$ cat config.mk
export PLATFORM = sky130hd
export DESIGN_NAME = sigmadelta_dac
export DESIGN_NICKNAME = d
export VERILOG_FILES = /design/src/rtl/sigmadelta_pkg.sv /design/src/rtl/sd_mod1.sv /design/src/rtl/sigmadelta_dac.sv
export SDC_FILE = /design/constraint.sdc
export NUM_CORES = 1
export LEC_CHECK = 0
export ABC_CLOCK_PERIOD_IN_PS = 4950
export CAP_MARGIN = 20
export CORE_MARGIN = 2
export CORE_UTILIZATION = 47
export CTS_BUF_LIST = sky130_fd_sc_hd__clkbuf_16
export CTS_CLUSTER_DIAMETER = 50
export DETAILED_ROUTE_END_ITERATION = 10
export HOLD_SLACK_MARGIN = 0.08
export PLACE_DENSITY_LB_ADDON = 0.12
export SLEW_MARGIN = 40
export SYNTH_ARGS = -nofsm -noshare
export SYNTH_HDL_FRONTEND = slang
export SYNTH_SLANG_ARGS = --single-unit
$ cat constraint.sdc
create_clock -name clk -period 4.95 [get_ports clk]
set_input_delay 0.99 -clock clk [delete_from_list [all_inputs] [get_ports clk]]
set_output_delay 0.99 -clock clk [all_outputs]
set_load 0.01 [all_outputs]
$ cat src/rtl/sigmadelta_pkg.sv
// Shared sigma-delta constants so the DAC and ADC agree on sample width and period.
package sigmadelta_pkg;
  localparam int SD_DAC_WIDTH   = 8;
  localparam int SD_UPDATE_BITS = 10;
  localparam int SD_INTERP_BITS = 3;
endpackage

$ cat src/rtl/sd_mod1.sv
// First-order sigma-delta modulator: bit_o is the registered carry of acc + level_i.
// One clock from level_i to bit_o; clr (or reset) empties the accumulator and forces bit_o low.
module sd_mod1 #(
  parameter int W = 11
) (
  input  logic         clk,
  input  logic         rstn,
  input  logic         clr,
  input  logic [W-1:0] level_i,
  output logic         bit_o
);
  logic [W-1:0] acc_q;
  logic         bit_q;
  logic [W:0]   sum_d;

  assign sum_d = {1'b0, acc_q} + {1'b0, level_i};

  always_ff @(posedge clk) begin
    if (!rstn || clr) begin
      acc_q <= '0;
      bit_q <= 1'b0;
    end else begin
      acc_q <= sum_d[W-1:0];
      bit_q <= sum_d[W];
    end
  end

  assign bit_o = bit_q;
endmodule

$ cat src/rtl/sigmadelta_dac.sv
// First-order sigma-delta DAC: one-entry sample buffer, per-period linear ramp, 1-bit output.
// A sample accepted before tick N starts ramping at tick N and is reached at tick N+1; ready is low while the buffer is full.
module sigmadelta_dac
  import sigmadelta_pkg::*;
#(
  parameter int DAC_WIDTH   = SD_DAC_WIDTH,
  parameter int UPDATE_BITS = SD_UPDATE_BITS,
  parameter int INTERP_BITS = SD_INTERP_BITS
) (
  input  logic                 clk,
  input  logic                 rstn,
  input  logic                 enable,
  input  logic [DAC_WIDTH-1:0] digital_in,
  input  logic                 sample_valid,
  output logic                 sample_ready,
  output logic                 sample_req,
  output logic                 underrun,
  output logic                 analog_out
);
  localparam int LW       = DAC_WIDTH + INTERP_BITS;
  localparam int SUB_BITS = UPDATE_BITS - INTERP_BITS;

  logic [UPDATE_BITS-1:0]  counter_q;
  logic                    full_q;
  logic [DAC_WIDTH-1:0]    hold_q;
  logic [DAC_WIDTH-1:0]    base_q;
  logic signed [DAC_WIDTH:0] delta_q;
  logic [LW-1:0]           level_q;
  logic                    sample_req_q;
  logic                    underrun_q;

  logic                    tick;
  logic                    sub_phase;
  logic                    substep;
  logic                    accept;
  logic [DAC_WIDTH-1:0]    new_d;
  logic signed [DAC_WIDTH:0] delta_d;

  assign tick = enable && (&counter_q);

  // Substeps fall on the last count of each 2^SUB_BITS slice; the final slice coincides with tick.
  if (INTERP_BITS == 0) begin : g_nosub
    assign sub_phase = 1'b0;
  end else if (SUB_BITS == 0) begin : g_allsub
    assign sub_phase = 1'b1;
  end else begin : g_sub
    assign sub_phase = &counter_q[SUB_BITS-1:0];
  end

  assign substep      = enable && sub_phase && !tick;
  assign sample_ready = rstn && !full_q;
  assign accept       = sample_valid && sample_ready;
  assign new_d        = full_q ? hold_q : base_q;
  assign delta_d      = $signed({1'b0, new_d}) - $signed({1'b0, base_q});

  always_ff @(posedge clk) begin
    if (!rstn) begin
      counter_q    <= '0;
      full_q       <= 1'b0;
      hold_q       <= '0;
      base_q       <= '0;
      delta_q      <= '0;
      level_q      <= '0;
      sample_req_q <= 1'b0;
      underrun_q   <= 1'b0;
    end else begin
      counter_q    <= enable ? counter_q + 1'b1 : '0;
      sample_req_q <= tick;
      underrun_q   <= tick && !full_q;

      if (tick && full_q) begin
        full_q <= 1'b0;
      end else if (accept) begin
        full_q <= 1'b1;
        hold_q <= digital_in;
      end

      // Snapping to the endpoint at each tick keeps the ramp from accumulating drift.
      if (tick) begin
        level_q <= LW'(base_q) << INTERP_BITS;
        delta_q <= delta_d;
        base_q  <= new_d;
      end else if (substep) begin
        level_q <= level_q + LW'(delta_q);
      end
    end
  end

  assign sample_req = sample_req_q;
  assign underrun   = underrun_q;

  sd_mod1 #(
    .W(LW)
  ) u_mod (
    .clk    (clk),
    .rstn   (rstn),
    .clr    (!enable),
    .level_i(level_q),
    .bit_o  (analog_out)
  );
endmodule

## Word level (Yosys, flattened, before mapping)

Index checks and enable logic that the tools add are counted.
W data, S select, Z words.

| word-level totals | value |
|---|---|
| bits in registers | 61 |
| logic and storage cells | 39 |
| input port bits | 12 |
| output and inout port bits | 4 |

| operators by class | value |
|---|---|
| multiplexer cells | 3 |
| add/sub/neg operators | 4 |
| bitwise operators | 2 |
| reduce and logical (&&, ||, !) cells | 19 |

Operators with widths:

| operator | count |
|---|---|
| $mux W11 | 2 |
| $add A11 B11 Y12 | 1 |
| $add A11 B11 Y11 | 1 |
| $add A10 B1 Y10 const B | 1 |
| $reduce_and A10 Y1 | 1 |
| $sub A8 B8 Y9 | 1 |
| $mux W8 | 1 |
| $logic_and A1 B1 Y1 | 7 |
| $reduce_and A7 Y1 | 1 |
| $logic_not A1 Y1 | 4 |
| $reduce_and A2 Y1 | 2 |
| $reduce_or A2 Y1 | 2 |
| $not A1 Y1 | 2 |
| $reduce_bool A2 Y1 | 1 |
| $logic_or A1 B1 Y1 | 1 |

## Depth between registers and ports, before layout

| logic depth | value |
|---|---|
| depth after elaboration | 6 |
| mapped depth | 10 |
| depth with buffers taken out | 8 |

## By module

A second synthesis with hierarchy kept.

| unflattened totals | value |
|---|---|
| cell total of the unflattened synthesis | 416 |
| area total of the unflattened synthesis | 3462.1 sq um |

Modules (own cells, without submodules):

| module | instances | cells each | area each (sq um) |
|---|---|---|---|
| sigmadelta_dac | 1 | 331 | 2690.1 |
| sd_mod1 | 1 | 85 | 772.0 |

## Worst setup path after synthesis

No wires, ideal clock.

| path | value |
|---|---|
| path type | input port to output port |
| from | input rstn |
| to | output sample_ready |
| data arrival time | 1.799 ns |
| stages | 5 |
| slack | 2.161 ns |
| path through | buf_2 -> inv_1 -> buf_2 -> clkbuf_1 -> nor2_1 |

| between the ends | value |
|---|---|
| cells in the longest elaborated chain, start to end | 1 |

Ends and longest elaborated chain:

| element | RTL line | source |
|---|---|---|
| from (decl) | sigmadelta_dac.sv:11 | `input logic rstn,` |
| $logic_and A1 B1 Y1 | sigmadelta_dac.sv:51 | `assign sample_ready = rstn && !full_q;` |
| to (decl) | sigmadelta_dac.sv:15 | `output logic sample_ready,` |

Every way passes these cells.

## Final worst setup path

Same ends and word-level chain as after synthesis.

==> qor.yml <==
synth_fp_nets: 471
p_leak_uw: 0.00154
switchingPower_uw: 277
worst_pin_slew_ns: 0.740
startpoint_type: "input port"
clock_path_buffers: 2
drc: 0
port_buffers: 15
power_frac_seq_pct: 42.3
area_growth_pct: 13.2
max-slew-margin-rel_pct: 50.5
dp_worst_setup_slack_ns: 1.55
via_count: 2942
ff2ff_setup_slack_ns: 2.20
drt_iter0_markers: 134
async_reset_ff_share_pct: 0
fmax_mhz: 295
fin_crit_sh_pct: 68.6
ys_top_cells_by_area: "dfxtp_1, ha_1, a21oi_1"
setup-tns-final_ns: 0
period_needed_ns: 3.39
synth-main-ff-cell: "dfxtp_1"
worstSetupPathType: "in -> out"
clock_skew_ns: 0.00590
min_to: "base_q[5]"
io_pins: 16
synth-seq-cells: 61
fin_ws_ns: 1.56
min_path_type: "reg -> reg"
wl_per_cell_um: 14.1
rows: 31
syn_inst: 426
grt_usage_pct: 19.5
cts_setup_buffers: 0
final-setup-viol-count: 0
gr-total-overflow: 0
die_w_um: 91.2
hpwlAfterDp_um: 5480
dieArea_um2: 8310
worst_ir_drop_vdd_v: 0.000177
arrival_ns: 2.40
hold_path_depth: 2
synth_edf_count: 0
synth_area_um2: 3570
cp_max_fo: 19
ant_nets: 0
clkLatencyLatePin_ns: 0.33
grt_pass1_wl_um: 12900
reg2reg_to: "delta_q[6]"
cap_violations: 0
combPwrFrac_pct: 4.2
slew_violations: 0
antenna_found_initial: 0
yosysTopAreaCellShare_pct: 34.2
grt_pass1_vias: 2739
cts_tree: "built"
hold_buffers: 0
die_h_um: 91.2
vias_per_cell: 5.46
hp-start: "base_q[5]"
antenna_cells: 0
synth_top_area_cell: "dfxtp_1"
h-tree-depth: 3
cts_buffers: 9
switching_share_pct: 23.3
reg2reg_depth: 8
initial_core_util_pct: 49.0
coreArea_um2: 7290
clock_sinks: 61
outcome: "complete, no violations"
hold_violations: 0
ys_types: 58
critPathLaunch: "rstn"
r2r_start: "full_q"
gp_congestion: 0.893
p_int_uw: 910
path_clk_slew_ns: 0.06
drt_wl_total_um: 7610
num-fill-cells: 697
power_density_nw_per_um2: 294
drt_pre_antenna_iters: 4
cts-resized-gates: 0
yosysSeqAreaShare_pct: 34.2
grt_max_degree: 29
end_kind: "output pin"
cts_root_buf: "clkbuf_16"
syn_area_per_cell_um2: 8.38
drive_gt1_share_pct: 6.59
cp.required_ns: 3.96
nets: 480
rsz0062_at_grt: "no"
ys_warn_count: 0
p_clk_share_pct: 53.5
[cell usage after synthesis (2+ instances only)]
cell	number
o21a_1	5
a21oi_1	40
a211oi_2	4
nand4_1	7
inv_1	19
dfxtp_1	61
a21oi_2	2
and3_1	8
and2_1	3
or3_1	4
nor3b_1	2
a21boi_0	3
nor3_1	7
clkbuf_1	7
o31a_1	2
a211oi_1	5
o211ai_1	2
ha_1	30
buf_6	3
nand2b_1	6
o21bai_1	3
nand2_1	51
xor2_1	14
xnor2_1	8
o21ai_0	23
buf_2	7
a31oi_1	3
mux2i_1	2
nor2b_1	6
o2bb2ai_1	4
nand3_1	12
nor2_1	38
a21o_1	4
fa_1	3
o31ai_1	5
[per-stage QoR]
| step | util [%] | hold WS [ns] | std cells | cell area, µm² | total power, µW |
|---|---|---|---|---|---|
| global placement | 51.2 | 0.437 | 522 | 3730 | 562 |
| detailed placement | 51.2 | 0.447 | 522 | 3730 | 563 |
| CTS | 55.3 | 0.454 | 538 | 4040 | 1200 |
| global route | 55.4 | 0.468 | 539 | 4040 | 1230 |
| finish | 55.4 | 0.449 | 539 | 4040 | 1190 |
| floorplan | - | 0.426 | 426 | 3570 | 544 |
[state kept, by name, indices dropped and copies added (netlist names)]
signal,count
underrun,1
sample_req,1
level_q,11
counter_q,10
full_q,1
delta_q,9
u_mod.bit_o,1
u_mod.acc_q,11
base_q,8
hold_q,8
[final cells by class]
cell class | instances | area, µm² | share of cell area [%]
Clock buffer | 9 | 225 | 5.57
Inverter | 19 | 71.3 | 1.76
Tap cell | 99 | 124 | 3.06
Multi-Input combinational cell | 326 | 2150 | 53.2
Sequential cell | 61 | 1220 | 30.2
Clock inverter | 7 | 76.3 | 1.89
Timing Repair Buffer | 18 | 173 | 4.27
[kinds of logic (layout without fill, tap and decap cells)]
kind of cell / count (synthesis) / in the layout / synth area share [%]
adder cells (fa/ha/maj): 33 / 33 / 12.2
flip-flops: 61 / 61 / 34.2
AO/OA/AOI/OAI: 118 / 118 / 22.0
multiplexers: 2 / 2 / 0.561
buffers and inverters: 39 / 53 / 5.54
AND/OR/NAND/NOR: 151 / 151 / 20.1
XOR/XNOR: 22 / 22 / 5.40
[power groups by stage]
stage	Sequential (µW)	Clock [µW]	Combinational, µW
final	502	635	49.3
after global routing	503	674	55.4
after CTS	502	649	49.4
after detailed placement	513	0	49.3
after global placement	513	0	48.4
after floorplan	509	0	34.9
[cells in the final DEF (no fill, tap or decap), drive strengths merged, types with 6 or more instances in the layout]
cell / synthesis / routed
a211oi: 9 / 9
a21oi: 42 / 42
and3: 9 / 9
clkbuf: 7 / 9
clkdlybuf4s50: 0 / 15
dfxtp: 61 / 61
ha: 30 / 30
inv: 19 / 21
nand2: 51 / 51
nand2b: 6 / 6
nand3: 13 / 13
nand4: 7 / 7
nor2: 38 / 38
nor2b: 6 / 6
nor3: 7 / 7
o21ai: 24 / 24
xnor2: 8 / 8
xor2: 14 / 14
[routing by layer]
metal  global-route usage, %  wire length (µm)
met4                    6.94               125
met2                    30.4              3420
met3                    5.06               246
met5                       0                 0
met1                    26.0              3820
[critical path, stage by stage]
cell             delay (ns)
clkdlybuf4s50_1        0.45
buf_4                  0.23
inv_1                  0.09
nor2_1                 0.09
clkdlybuf4s50_1        0.55
[worst max path at each step]
stage / slack [ns] / to
3_3_place_gp: 1.56 / sample_ready
3_5_place_dp: 1.55 / sample_ready
6_report: 1.56 / sample_ready
4_1_cts: 1.54 / sample_ready
5_1_grt: 1.47 / sample_ready
2_1_floorplan: 2.16 / sample_ready
(Power assumes the default switching activity.)
